File: src/rtl/mul_div_unit_pkg.sv
// mul_div_unit_pkg
//   Shared definitions for the HI/LO multiply/divide unit:
//   default operand width, operation encodings, FSM state encodings
//   and small helpers for decoding the operation.
package mul_div_unit_pkg;

  localparam int WIDTH_DEFAULT = 32;

  typedef enum logic [1:0] {
    OP_MULT  = 2'b00,
    OP_MULTU = 2'b01,
    OP_DIV   = 2'b10,
    OP_DIVU  = 2'b11
  } op_e;

  typedef enum logic [1:0] {
    ST_IDLE = 2'b00,
    ST_RUN  = 2'b01,
    ST_FIX  = 2'b10
  } state_e;

  function automatic logic op_is_div(input op_e op);
    return (op == OP_DIV) || (op == OP_DIVU);
  endfunction

  function automatic logic op_is_signed(input op_e op);
    return (op == OP_MULT) || (op == OP_DIV);
  endfunction

endpackage

File: src/rtl/mul_div_unit_if.sv
// mul_div_unit_if
//   Bundle between the EX stage and the multiply/divide unit.
//   Start/Op/inA/inB   : launch an operation (operands from forwarding muxes)
//   MthiWrite/MtloWrite/WriteData : MTHI/MTLO moves
//   Busy/Done/Hi/Lo    : status and HI/LO register contents
//   master = EX stage / hazard side, slave = the unit itself.
interface mul_div_unit_if
  import mul_div_unit_pkg::*;
#(
  parameter int WIDTH = WIDTH_DEFAULT
);
  logic             Start;
  logic [1:0]       Op;
  logic [WIDTH-1:0] inA;
  logic [WIDTH-1:0] inB;
  logic             MthiWrite;
  logic             MtloWrite;
  logic [WIDTH-1:0] WriteData;
  logic             Busy;
  logic             Done;
  logic [WIDTH-1:0] Hi;
  logic [WIDTH-1:0] Lo;

  modport master (
    output Start, Op, inA, inB, MthiWrite, MtloWrite, WriteData,
    input  Busy, Done, Hi, Lo
  );

  modport slave (
    input  Start, Op, inA, inB, MthiWrite, MtloWrite, WriteData,
    output Busy, Done, Hi, Lo
  );
endinterface

File: src/rtl/mul_div_unit_core.sv
// muldiv_iter_core
//   Unsigned iterative datapath: one shift-add multiply step or one
//   restoring shift-subtract divide step per 'step' cycle.
//   clk/rst : clock, synchronous active-high reset (counter only)
//   load    : capture magnitudes a/b and clear partial state
//   step    : perform one iteration
//   is_div  : operation type, captured on load
//   prod    : 2*WIDTH product accumulator
//   quo/rem : quotient / remainder
//   last    : the current step is the final (WIDTH-th) one
module muldiv_iter_core
  import mul_div_unit_pkg::*;
#(
  parameter int WIDTH = WIDTH_DEFAULT
) (
  input  logic               clk,
  input  logic               rst,
  input  logic               load,
  input  logic               step,
  input  logic               is_div,
  input  logic [WIDTH-1:0]   a,
  input  logic [WIDTH-1:0]   b,
  output logic [2*WIDTH-1:0] prod,
  output logic [WIDTH-1:0]   quo,
  output logic [WIDTH-1:0]   rem,
  output logic               last
);
  localparam int CNT_W = $clog2(WIDTH);

  logic [CNT_W-1:0]   cnt_q, cnt_d;
  logic [2*WIDTH-1:0] acc_q, acc_d;
  logic [WIDTH:0]     rem_q, rem_d;
  logic [WIDTH-1:0]   quo_q, quo_d;
  logic [WIDTH-1:0]   b_q, b_d;
  logic               is_div_q, is_div_d;
  logic [WIDTH:0]     add_sum;
  logic [WIDTH:0]     shifted;
  logic [WIDTH:0]     diff;
  logic               unused_rem_msb;

  always_comb begin
    cnt_d    = cnt_q;
    acc_d    = acc_q;
    rem_d    = rem_q;
    quo_d    = quo_q;
    b_d      = b_q;
    is_div_d = is_div_q;
    // Multiply: add the multiplicand into the upper half when the LSB of the
    // multiplier (held in the lower half) is set, then shift right by one.
    add_sum  = {1'b0, acc_q[2*WIDTH-1:WIDTH]} + {1'b0, (acc_q[0] ? b_q : '0)};
    // Divide: bring the next dividend bit into the remainder and trial-subtract;
    // bit WIDTH of the difference is the borrow.
    shifted  = {rem_q[WIDTH-1:0], quo_q[WIDTH-1]};
    diff     = shifted - {1'b0, b_q};
    if (load) begin
      cnt_d    = '0;
      acc_d    = {{WIDTH{1'b0}}, a};
      rem_d    = '0;
      quo_d    = a;
      b_d      = b;
      is_div_d = is_div;
    end else if (step) begin
      cnt_d = cnt_q + 1'b1;
      if (is_div_q) begin
        if (diff[WIDTH]) begin
          rem_d = shifted;
          quo_d = {quo_q[WIDTH-2:0], 1'b0};
        end else begin
          rem_d = diff;
          quo_d = {quo_q[WIDTH-2:0], 1'b1};
        end
      end else begin
        acc_d = {add_sum, acc_q[WIDTH-1:1]};
      end
    end
  end

  always_ff @(posedge clk) begin
    if (rst) cnt_q <= '0;
    else     cnt_q <= cnt_d;
  end

  always_ff @(posedge clk) begin
    acc_q    <= acc_d;
    rem_q    <= rem_d;
    quo_q    <= quo_d;
    b_q      <= b_d;
    is_div_q <= is_div_d;
  end

  // The restored remainder never exceeds the divisor, so its top bit is zero.
  assign unused_rem_msb = rem_q[WIDTH];

  assign prod = acc_q;
  assign quo  = quo_q;
  assign rem  = rem_q[WIDTH-1:0];
  assign last = (cnt_q == CNT_W'(WIDTH - 1));
endmodule

File: src/rtl/mul_div_unit.sv
// mul_div_unit
//   MIPS HI/LO multiply/divide unit for the EX stage. Captures operand
//   signs and magnitudes, runs the unsigned iterative core for WIDTH
//   cycles, applies sign correction and writes HI/LO. Also handles
//   MTHI/MTLO moves while idle.
//   Clk   : clock
//   Reset : synchronous active-high reset
//   bus   : mul_div_unit_if slave (Start/Op/inA/inB, moves, Busy/Done/Hi/Lo)
module mul_div_unit
  import mul_div_unit_pkg::*;
#(
  parameter int WIDTH = WIDTH_DEFAULT
) (
  input  logic Clk,
  input  logic Reset,
  mul_div_unit_if.slave bus
);
  state_e             state_q, state_d;
  logic               is_div_q, is_div_d;
  logic               sign_a_q, sign_a_d;
  logic               sign_b_q, sign_b_d;
  logic               div0_q, div0_d;
  logic [WIDTH-1:0]   hi_q, hi_d;
  logic [WIDTH-1:0]   lo_q, lo_d;
  logic               done_q, done_d;
  logic               busy;
  logic               start_ok;
  op_e                op_in;
  logic               in_signed;
  logic [WIDTH-1:0]   mag_a, mag_b;
  logic [2*WIDTH-1:0] core_prod, prod_fix;
  logic [WIDTH-1:0]   core_quo, core_rem;
  logic               core_last;
  logic               neg_res;

  function automatic logic [WIDTH-1:0] mag(input logic [WIDTH-1:0] v, input logic neg);
    return neg ? -v : v;
  endfunction

  assign op_in     = op_e'(bus.Op);
  assign in_signed = op_is_signed(op_in);
  assign start_ok  = (state_q == ST_IDLE) && bus.Start;
  assign mag_a     = mag(bus.inA, in_signed & bus.inA[WIDTH-1]);
  assign mag_b     = mag(bus.inB, in_signed & bus.inB[WIDTH-1]);

  muldiv_iter_core #(.WIDTH(WIDTH)) u_core (
    .clk    (Clk),
    .rst    (Reset),
    .load   (start_ok),
    .step   (state_q == ST_RUN),
    .is_div (op_is_div(op_in)),
    .a      (mag_a),
    .b      (mag_b),
    .prod   (core_prod),
    .quo    (core_quo),
    .rem    (core_rem),
    .last   (core_last)
  );

  // FSM: state register
  always_ff @(posedge Clk) begin
    if (Reset) state_q <= ST_IDLE;
    else       state_q <= state_d;
  end

  // FSM: next state
  always_comb begin
    state_d = state_q;
    case (state_q)
      ST_IDLE: if (bus.Start) state_d = ST_RUN;
      ST_RUN:  if (core_last) state_d = ST_FIX;
      ST_FIX:  state_d = ST_IDLE;
      default: state_d = ST_IDLE;
    endcase
  end

  // FSM: outputs
  always_comb begin
    busy = (state_q != ST_IDLE);
  end

  // Operand capture, sign fix-up and HI/LO update
  always_comb begin
    is_div_d = is_div_q;
    sign_a_d = sign_a_q;
    sign_b_d = sign_b_q;
    div0_d   = div0_q;
    hi_d     = hi_q;
    lo_d     = lo_q;
    done_d   = 1'b0;
    neg_res  = sign_a_q ^ sign_b_q;
    prod_fix = neg_res ? -core_prod : core_prod;
    if (start_ok) begin
      // A move on the same edge as Start is dropped.
      is_div_d = op_is_div(op_in);
      sign_a_d = in_signed & bus.inA[WIDTH-1];
      sign_b_d = in_signed & bus.inB[WIDTH-1];
      div0_d   = (bus.inB == '0);
    end else if (state_q == ST_IDLE) begin
      if (bus.MthiWrite) hi_d = bus.WriteData;
      if (bus.MtloWrite) lo_d = bus.WriteData;
    end else if (state_q == ST_FIX) begin
      done_d = 1'b1;
      if (is_div_q) begin
        // With a zero divisor the core leaves |inA| as remainder, so the
        // dividend-sign fix-up alone restores Hi = inA.
        lo_d = div0_q ? '1 : (neg_res ? -core_quo : core_quo);
        hi_d = sign_a_q ? -core_rem : core_rem;
      end else begin
        hi_d = prod_fix[2*WIDTH-1:WIDTH];
        lo_d = prod_fix[WIDTH-1:0];
      end
    end
  end

  always_ff @(posedge Clk) begin
    if (Reset) begin
      hi_q   <= '0;
      lo_q   <= '0;
      done_q <= 1'b0;
    end else begin
      hi_q   <= hi_d;
      lo_q   <= lo_d;
      done_q <= done_d;
    end
  end

  always_ff @(posedge Clk) begin
    is_div_q <= is_div_d;
    sign_a_q <= sign_a_d;
    sign_b_q <= sign_b_d;
    div0_q   <= div0_d;
  end

  assign bus.Busy = busy;
  assign bus.Done = done_q;
  assign bus.Hi   = hi_q;
  assign bus.Lo   = lo_q;
endmodule

File: src/flat_wrapper.sv
// flat-port wrapper written by rule: the top's interface ports become plain ports
module mul_div_unit_flat import mul_div_unit_pkg::*;
#(
  parameter int WIDTH = WIDTH_DEFAULT
)
  (Clk, Reset, bus_Start, bus_Op, bus_inA, bus_inB, bus_MthiWrite, bus_MtloWrite, bus_WriteData, bus_Busy, bus_Done, bus_Hi, bus_Lo);
  mul_div_unit_if #(.WIDTH(WIDTH)) bus_i ();
  input  logic Clk;
  input  logic Reset;
  input wire logic [$bits(bus_i.Start)-1:0] bus_Start;
  input wire logic [$bits(bus_i.Op)-1:0] bus_Op;
  input wire logic [$bits(bus_i.inA)-1:0] bus_inA;
  input wire logic [$bits(bus_i.inB)-1:0] bus_inB;
  input wire logic [$bits(bus_i.MthiWrite)-1:0] bus_MthiWrite;
  input wire logic [$bits(bus_i.MtloWrite)-1:0] bus_MtloWrite;
  input wire logic [$bits(bus_i.WriteData)-1:0] bus_WriteData;
  output wire logic [$bits(bus_i.Busy)-1:0] bus_Busy;
  output wire logic [$bits(bus_i.Done)-1:0] bus_Done;
  output wire logic [$bits(bus_i.Hi)-1:0] bus_Hi;
  output wire logic [$bits(bus_i.Lo)-1:0] bus_Lo;
  assign bus_i.Start = bus_Start;
  assign bus_i.Op = bus_Op;
  assign bus_i.inA = bus_inA;
  assign bus_i.inB = bus_inB;
  assign bus_i.MthiWrite = bus_MthiWrite;
  assign bus_i.MtloWrite = bus_MtloWrite;
  assign bus_i.WriteData = bus_WriteData;
  assign bus_Busy = bus_i.Busy;
  assign bus_Done = bus_i.Done;
  assign bus_Hi = bus_i.Hi;
  assign bus_Lo = bus_i.Lo;
  mul_div_unit #(.WIDTH(WIDTH)) u_core (.Clk(Clk), .Reset(Reset), .bus(bus_i));
endmodule
File: config.mk
export PLATFORM = sky130hd
export DESIGN_NAME = mul_div_unit_flat
export DESIGN_NICKNAME = d
export VERILOG_FILES = /design/src/rtl/mul_div_unit_pkg.sv /design/src/rtl/mul_div_unit_if.sv /design/src/rtl/mul_div_unit_core.sv /design/src/rtl/mul_div_unit.sv /design/src/flat_wrapper.sv
export SDC_FILE = /design/constraint.sdc
export NUM_CORES = 1
export LEC_CHECK = 0
export ABC_CLOCK_PERIOD_IN_PS = 5940
export CORE_AREA = 2 2 177 179
export DETAILED_ROUTE_END_ITERATION = 6
export DIE_AREA = 0 0 179 181
export PLACE_DENSITY = 0.87
export RECOVER_POWER = 50
export SETUP_SLACK_MARGIN = 0.05
export SYNTH_ARGS = -nofsm -noshare
export SYNTH_HDL_FRONTEND = slang
export SYNTH_HIERARCHICAL = 1
export SYNTH_SLANG_ARGS = --single-unit
export TNS_END_PERCENT = 10
File: constraint.sdc
create_clock -name Clk -period 5.94 [get_ports Clk]
set_clock_uncertainty 0.2 [all_clocks]
set_input_delay 1.188 -clock Clk [delete_from_list [all_inputs] [get_ports Clk]]
set_output_delay 1.188 -clock Clk [all_outputs]
set_load 0.03 [all_outputs]
==> flow_summary.yaml <==
setup_path:
  worstPathMaxFanout: 50
  reg2reg_to: "u_core/u_core/rem_q[30]"
  critPathSlowestCell: "nor2_1"
  reg2reg_depth: 9
  critPathMostFrequentCell: "buf_4"
  critPathKind: "register to register"
  cp-end-kind: "register"
  worstReg2RegStart: "u_core/state_q[1]"
  critPathMaxStageDelay_ns: 1.28
  reg2reg_slack_ns: 0.87
  crit_arrival_ns: 5.30
  cp-start-kind: "register"
  crit_chain: "nor2_1 -> buf_4 -> and2_4 -> clkbuf_2 -> or2_0 -> buf_4 -> a221oi_1 -> o2111ai_1 -> nand3_1"
  crit_required_ns: 6.17
grt:
  grt_pass1_wl_mm: 96.48
  grt_pass1_vias: 17285
  grt_util_all_layers_pct: 37.87
  grt_overflow: 0
  grt_max_degree: 78
  antenna_found_initial: 5
placement:
  dp_hpwl_mm: 46.69
  post-place-ws_ns: 1.575
  gp_congestion: 0.9989
  port_buffers: 168
layout:
  nFillCells: 2385
  nets: 2477
  drive_gt1_share_pct: 4.479
  areaGrowthSynthToFinish_pct: 16.10
power:
  peakVddDrop_uv: 213.6
  leakage_nw: 8.208
  p_per_area_nw_per_um2: 242.3
cts:
  insertion_delay_ns: 0.56
  cts_max_level: 1
  cts.sinks: 237
  cts_hold_buf: 0
  clockBufferDepth: 3
  cts_setup_buffers: 0
  cts.repair.resized: 0
  clk_pin_slew_ns: 0.07
  cts_made_buffers: 27
  clock-root-buffer: "clkbuf_16"
  cts_tree: "done"
die:
  ios: 169
  fp.dieW_um: 179
  die_area_um2: 32400
  die_h_um: 181
  coreArea_um2: 30350
  rows: 64
  initial_utilization_pct: 58.21
sta:
  max_freq_mhz: 197.4
  finalCritPeriodShare_pct: 85.27
  tightestPinTransition_ns: 3.665
  final_max_slew_viol_count: 134
  fin_tns_setup_ns: 0
  hold_viol: 0
  setup_viol_count_final: 0
  layout_setup_ws_ns: 0.8748
  fin_crit_ns: 5.065
  slew_headroom_pct: -144.3
  rsz0062_at_grt: "no"
synth:
  synth-seq-area-share_pct: 32.58
  ys_ff_latch: 237
  synth_edf_count: 101
  yosys-top-cells-count: "211 x nand2_1, 166 x o21ai_0, 163 x a21oi_1, 162 x nor2_1, 136 x dfxtp_1"
  synth_area_um2: 17670
  synthMostInstantiatedCell: "nand2_1"
  synth_top_area_share_pct: 17.17
  yosysWarnings: 6
  synth_fp_nets: 2370
  synthArstFlopShare_pct: 0
  avgSynthCellArea_um2: 8.052
  synth_area_leader_cell: "edfxtp_1"
  synth_area_leaders: "edfxtp_1 17%, dfxtp_1 15%, xnor2_1 5.7%"
  syn-instance-count: 2194
  ys_types: 88
  ys.flop_type: "dfxtp_1"
job:
  max-cap-violations: 3
detailed_routing:
  via_count: 18723
  viasPerCell: 6.883
  drt-total-wl_mm: 63.27
  wl_per_cell_um: 23.26
  drcViolationCount: 0
  drt_first_pass_iters: 7
  dr.first_iter.drc_count: 2485
  ant_nets: 0
hold_path:
  hp-class: "register to register"
  min_to: "u_core/bus.Hi[17]"
  worstHoldStart: "u_core/bus.Hi[17]"
  hold_depth: 2
run_status:
  violations: "capacitance limit, slew limit"
  run_status: "finished, violations left"
-- kinds of logic (layout without fill, tap and decap cells) --
group	count (synthesis)	in the layout	share of synthesized area, %
compound gates	638	638	23.77
xor+xnor	212	212	10.55
fa+ha+maj	73	73	5.255
buf+inv	247	375	5.340
flops	237	237	32.58
mux	16	16	0.9561
other cells	0	2	0
simple gates	771	771	21.54
-- how the worst max path moves through the flow --
stage,from,to,slack [ns],cells past startpoint
3_3_place_gp,bus_inA[0],u_core/u_core/quo[30],1.62,11
6_report,u_core/state_q[1],u_core/u_core/rem_q[30],0.87,9
3_5_place_dp,bus_inA[0],u_core/u_core/quo[30],1.58,11
2_1_floorplan,u_core/state_q[1],u_core/u_core/quo[0],1.75,9
5_1_grt,u_core/state_q[1],u_core/u_core/rem_q[29],0.71,8
4_1_cts,u_core/u_core/prod[0],u_core/u_core/prod[62],1.70,11
-- flip-flops by register name, indices dropped and copies added (netlist names) --
name,cells
u_core/u_core/prod,64
u_core/bus.Hi,32
u_core/bus.Lo,32
u_core/u_core/b_q,32
u_core/u_core/quo,32
u_core/u_core/rem_q,32
u_core/u_core/cnt_q,5
u_core/state_q,2
u_core/bus.Done,1
u_core/div0_q,1
u_core/is_div_q,1
u_core/sign_a_q,1
u_core/sign_b_q,1
u_core/u_core/is_div_q,1
-- final cells by class --
class / instances / area (um2) / share of cell area [%]
Inverter: 133 / 499.2 / 2.434
Multi-Input combinational cell: 1710 / 11020 / 53.74
Clock inverter: 15 / 160.2 / 0.7808
Clock buffer: 35 / 725.7 / 3.538
Tap cell: 396 / 495.5 / 2.416
Antenna cell: 2 / 5.005 / 0.02440
Sequential cell: 237 / 5756 / 28.06
Timing Repair Buffer: 192 / 1848 / 9.010
-- cell usage in the layout, fill, tap and decap left out, types with 40 or more instances in the layout --
| cell | Yosys | final |
|---|---|---|
| nor2_1 | 162 | 161 |
| o21ai_0 | 166 | 166 |
| dfxtp_1 | 136 | 136 |
| ha_1 | 71 | 71 |
| o31ai_1 | 40 | 40 |
| xnor2_1 | 115 | 114 |
| inv_1 | 133 | 133 |
| xor2_1 | 96 | 95 |
| edfxtp_1 | 101 | 101 |
| nand3_1 | 86 | 86 |
| nor3_1 | 71 | 71 |
| dlygate4sd3_1 | 0 | 70 |
| nand2_1 | 211 | 211 |
| clkdlybuf4s50_1 | 0 | 97 |
| a21oi_1 | 163 | 161 |
-- per-stage QoR --
step	hold slack, ns	power (W)	utilization (%)	instances	area (um2)
floorplan	0.2702	0.002799	-	2194	17670
global placement	0.2842	0.003212	64.73	2668	19640
detailed placement	0.2930	0.003248	64.73	2668	19640
CTS	0.3020	0.004924	67.65	2718	20530
global route	0.3148	0.005132	67.57	2718	20510
finish	0.2961	0.004970	67.58	2720	20510
-- report_power, final --
group	total, W	internal (W)	switching (W)
Combinational	0.00123	0.000468	0.000760
Clock	0.00170	0.000992	0.000711
Sequential	0.00204	0.00185	0.000186
Total	0.00497	0.00331	0.00166
-- worst max-delay path, delay by kind of cell (launching register included) --
family                 cells  cell delay, ns
AND/OR/NAND/NOR            4            2.25
buffers and inverters      3            1.70
flip-flops                 1            0.52
AO/OA/AOI/OAI              2            0.20
-- metal layers --
layer  track usage, %  vias to the layer above  part of all wire [%]
li1                 -                     8286                     -
met5                0                        -                 0.046
met2            58.78                     1393                    44
met3            8.796                      305                    13
met1            49.04                     8735                    38
met4            19.38                        4                   6.1
No activity file was read; power rests on OpenSTA's default activity.
==> RTL edit 1, RTL diff (same flow settings) <==
Change the package constant `WIDTH_DEFAULT` from 32 to 16.
--- a/src/rtl/mul_div_unit_pkg.sv
+++ b/src/rtl/mul_div_unit_pkg.sv
@@ -4,7 +4,7 @@
 //   and small helpers for decoding the operation.
 package mul_div_unit_pkg;
 
-  localparam int WIDTH_DEFAULT = 32;
+  localparam int WIDTH_DEFAULT = 16;
 
   typedef enum logic [1:0] {
     OP_MULT  = 2'b00,
Ports: changed (5 resized); port bits go from 169 to 89. No check against the original RTL was run, so the function may have changed too.
==> RTL edit 1 against the original RTL <==
The run still ends with capacitance limit, slew limit left; register-to-register slack improved by 0.30 ns; synthesized area decreased by 49%; cell count decreased by 43%; clock power decreased by 39%; power decreased by 46%; wire length decreased by 57%; setup slack improved by 0.18 ns; combinational power decreased by 51%; final area decreased by 47%; sequential cell count decreased by 113; sequential power decreased by 48%.
==> RTL edit 1: results (changes against the original RTL) <==
stage;metric;value;unit;change
critical_path;worst setup path startpoint;bus_Start;;
place;GP Congestion;0.912;;-8.7%
place;Area after DPL;10200;µm²;-48%
clock_tree;CTS buffer count;17;;-37%
grt;total global-route track usage;0.165;;-0.214
run_status;violated checks;capacitance limit, slew limit;;
grt;initial antenna violation count;1;;-4
logic_synthesis;sequential fraction of the synthesis area;0.335;;+0.00941
grt;fraction of met1 tracks used by global routing;0.232;;-0.259
logic_synthesis;post-synthesis cell count;1087;;-50%
grt;pin count of the biggest net entering global routing;94;;+21%
place;Placement Setup Slack;1.62;ns;+0.0492 ns
timing;Final Hold Slack;0.276;ns;-0.0199 ns
logic_synthesis;top post-synthesis cells by count;nand2_1 (97), o21ai_0 (84), nor2_1 (77);;
pwr;Clk pwr share;0.383;;+0.040
pwr;sequential power share;0.395;;-0.015
critical_path;slowest stage cell, crit path;clkbuf_2;;
grt;met2 Use GR;0.243;;-0.344
min_path;WHS Path Cells;2;;unchanged
pwr;Leak;4.18;nW;-49%
timing;fin. max-slew vios;137;;+2.2%
critical_path;crit path to;u_core/u_core/rem_q[6]$_SDFFE_PP0P_;;
final_layout;FF/Latch Area;3010;µm²;-48%
critical_path;peak fanout along the critical path;93;;+86%
logic_synthesis;Post-synth EDFFs;53;;-48%
grt;number of global-route vias before repair;8050;;-53%
logic_synthesis;Synth area leaders;edfxtp_1 (18%), dfxtp_1 (16%), ha_1 (5.3%);;
pwr;maximum vdd drop;208;µV;-2.5%
critical_path;Top delay family on crit path;buffers and inverters;;
flow_run;maxcap violations;2;;-1
detailed_routing;drt first pass iters;6;;-1
place;port bufs;88;;-48%
grt;first-pass GRT wire length;42.5;mm;-56%
min_path;Endpoint, Worst Hold;u_core/bus.Hi[7]$_SDFFE_PP0P_;;
critical_path;Worst R2R Setup Slack;1.17;ns;+0.30 ns
place;placed cell count;1523;;-43%
clock_tree;CTS Buffer Depth;2;;-1
detailed_routing;Post-Route WL;27.2;mm;-57%
critical_path;Worst R2R Path Depth;8;;-1
final_layout;Final Non-Filler Cells;1556;;-43%
logic_synthesis;Synth Net Count;1182;;-50%
final_layout;layout cells sized above 1;0.0544;;+0.00957
detailed_routing;via count;8741;;-53%
clock_tree;H-Tree Depth;4;;+3
min_path;HP Start;u_core/bus.Hi[7]$_SDFFE_PP0P_;;
critical_path;WP data arrival;4.99;ns;-0.31 ns
detailed_routing;DRT iter0 DRCs;1112;;-55%
clock_tree;Clk Latency, worst-skew pair;0.42;ns;-0.14 ns
pwr;net switching power;860;µW;-48%
pwr;Sw Share;0.320;;-0.0130
run_status;status;finished, violations left;;
final_layout;max FFs per register;32;;-50%
place;HPWL Detailed;20.7;mm;-56%
timing;Worst-Margin Slew;2.04;ns;-1.62 ns
grt;met3 Track Usage GR;0.0440;;-0.0440
RTL edit 1: area by class of cell:
class                      count  area share
multi-input combinational    834       0.509
clock inverter                13      0.0131
tap                          396      0.0460
inverter                      75      0.0261
timing repair buffer          94      0.0853
sequential                   124       0.280
antenna                        1    0.000232
clock buffer                  19      0.0402
RTL edit 1: metal layers:
layer / up-vias / wire length (µm)
met4: 2 / 607
met5: - / 13
li1: 4086 / -
met2: 524 / 11500
met1: 4076 / 11800
met3: 53 / 3310
RTL edit 1: kinds of logic (layout without fill, tap and decap cells):
logic type	after synthesis	in the layout	synth area share
AOI/OAI and AO/OA	312	312	0.228
xor gates and xnor gates	98	98	0.0976
adders and majority gates	40	40	0.0574
buffers and inverters	129	201	0.0558
DFF	124	124	0.335
muxes	17	17	0.0192
other	0	1	0
and+or+nand+nor	367	367	0.207
==> RTL edit 2, RTL diff (same settings) <==
Without the edit above. Re-encode `state_e` (3 states) as one-hot, 3 bits wide.
--- a/src/rtl/mul_div_unit_pkg.sv
+++ b/src/rtl/mul_div_unit_pkg.sv
@@ -13,10 +13,10 @@
     OP_DIVU  = 2'b11
   } op_e;
 
-  typedef enum logic [1:0] {
-    ST_IDLE = 2'b00,
-    ST_RUN  = 2'b01,
-    ST_FIX  = 2'b10
+  typedef enum logic [2:0] {
+    ST_IDLE = 3'b001,
+    ST_RUN  = 3'b010,
+    ST_FIX  = 3'b100
   } state_e;
 
   function automatic logic op_is_div(input op_e op);
Check against the original RTL: no difference found for any inputs over 4 cycles, from zero or initial values and one cycle with Reset high; so few cycles prove little.
==> RTL edit 2 against the original RTL <==
The flow finishes with violations (DRC, capacitance limit, slew limit); final area is 0.86% higher; power is 4.3% lower; sequential cell count is 1 higher; wire length is 2.9% lower; fmax is 11% higher; setup slack better by 0.50 ns; cell count is 0.70% higher; die area stayed put; synthesized area is 1.1% higher.
==> RTL edit 2: results (changes against the original RTL) <==
stage;metric;value;unit;change
clock_tree;CTS buffer count;25;;-7.4%
run_status;status;finished, violations left;;
logic_synthesis;sequential fraction of the synthesis area;0.323;;-0.00244
min_path;WHS Path Cells;2;;unchanged
timing;Final Hold Slack;0.294;ns;-0.00191 ns
place;Area after DPL;19800;µm²;+1.0%
critical_path;peak fanout along the critical path;72;;+44%
grt;initial antenna violation count;0;;-5
run_status;violated checks;DRC, capacitance limit, slew limit;;
detailed_routing;via count;18600;;-0.53%
clock_tree;Clk Latency, worst-skew pair;0.54;ns;-0.02 ns
detailed_routing;DRT iter0 DRCs;3173;;+28%
critical_path;Crit Reg-Reg Endpoint;u_core/u_core/prod[61]$_SDFFE_PP0P_;;
detailed_routing;Post-Route WL;61.4;mm;-2.9%
flow_run;maxcap violations;3;;unchanged
logic_synthesis;Post-synth top flop;dfxtp_1;;
logic_synthesis;post-synthesis cell count;2220;;+1.2%
logic_synthesis;Post-synth EDFFs;101;;unchanged
timing;slew margin rel.;-1.16;;+0.287
grt;pin count of the biggest net entering global routing;95;;+22%
place;GP Congestion;1.00;;+0.23%
final_layout;layout cells sized above 1;0.0423;;-0.00254
critical_path;FF-to-FF Start;u_core/u_core/prod[0]$_DFFE_PP_;;
detailed_routing;residual DRC count;3;;+3
final_layout;n_diodes;0;;-2
final_layout;Area growth syn-to-layout;15.8;%;
critical_path;max incr delay on CP;2.28;ns;+1.00 ns
clock_tree;postcts setup bufs;0;;unchanged
logic_synthesis;post-synthesis cell type count;83;;-5.7%
logic_synthesis;Synth area leaders;edfxtp_1 (17%), dfxtp_1 (15%), xnor2_1 (5.5%);;
timing;fin. max-slew vios;152;;+13%
final_layout;Final Non-Filler Cells;2739;;+0.70%
pwr;maximum vdd drop;200;µV;-6.5%
critical_path;Worst R2R Path Depth;12;;+3
min_path;hold crit path type;reg2reg;;
critical_path;Top delay family on crit path;buffers and inverters;;
logic_synthesis;top post-synthesis cells by count;nand2_1 (205), nor2_1 (165), o21ai_0 (165);;
clock_tree;CTS Buffer Depth;3;;unchanged
min_path;HP Start;u_core/bus.Lo[1]$_SDFFE_PP0P_;;
critical_path;WP data arrival;4.62;ns;-0.68 ns
final_layout;Fill cells;2389;;+0.17%
place;HPWL Detailed;45.9;mm;-1.7%
place;port bufs;168;;unchanged
critical_path;Worst R2R Setup Slack;1.55;ns;+0.68 ns
grt;total global-route track usage;0.366;;-0.0126
critical_path;slowest stage cell, crit path;clkbuf_1;;
place;Placement Setup Slack;1.28;ns;-0.299 ns
grt;first-pass GRT wire length;93.8;mm;-2.8%
logic_synthesis;Synth async-reset ratio;0;;unchanged
grt;number of global-route vias before repair;17000;;-1.5%
logic_synthesis;yosys warns;6;;unchanged
logic_synthesis;Synth Net Count;2396;;+1.1%
final_layout;nets;2501;;+0.97%
min_path;Endpoint, Worst Hold;u_core/bus.Lo[1]$_SDFFE_PP0P_;;
detailed_routing;drt first pass iters;7;;unchanged
pwr;Leak;8.24;nW;+0.38%
==> RTL edit 2: kinds of logic (layout without fill, tap and decap cells) <==
group           count (synthesis)  after routing  synth area share
simple gates                  793            793             0.223
compound gates                643            643             0.239
buf+inv                       253            376            0.0537
flops                         238            238             0.323
xor+xnor                      210            210             0.103
fa+ha+maj                      73             73            0.0520
mux                            10             10           0.00581
==> RTL edit 2: worst max path at each step <==
stage	startpoint	end	slack, ns	cells after the start
after floorplan	u_core/state_q[2]$_SDFFE_PP0P_	u_core/u_core/quo[0]$_DFFE_PP_	1.47	9
after CTS	u_core/u_core/prod[0]$_DFFE_PP_	u_core/u_core/prod[62]$_SDFFE_PP0P_	1.67	11
after detailed placement	bus_inA[16]	u_core/u_core/prod[29]$_DFFE_PP_	1.28	9
after global placement	bus_inA[16]	u_core/u_core/prod[29]$_DFFE_PP_	1.39	9
final	Reset	u_core/bus.Hi[1]$_SDFFE_PP0P_	1.37	5
after global routing	Reset	u_core/bus.Hi[1]$_SDFFE_PP0P_	1.24	5
==> RTL edit 2: power breakdown <==
group	internal [mW]	leakage (nW)	switching [mW]
logic	0.414	5.75	0.676
registers	1.84	2.08	0.155
clock network	0.998	0.407	0.669
total	3.26	8.24	1.50
==> RTL edit 2: area by class of cell <==
type,count,share of cell area
clock buffer,33,0.0337
clock inverter,12,0.00810
inverter,138,0.0250
multi-input combinational,1729,0.541
sequential,238,0.279
tap,396,0.0240
timing repair buffer,193,0.0895
==> RTL edit 2: per-layer routing <==
layer / track usage / share of wire / vias up
met4: 0.141 / 0.044 / 0
met5: 0 / 0 / -
li1: - / - / 8403
met2: 0.555 / 0.44 / 1351
met1: 0.515 / 0.39 / 8684
met3: 0.0690 / 0.13 / 186
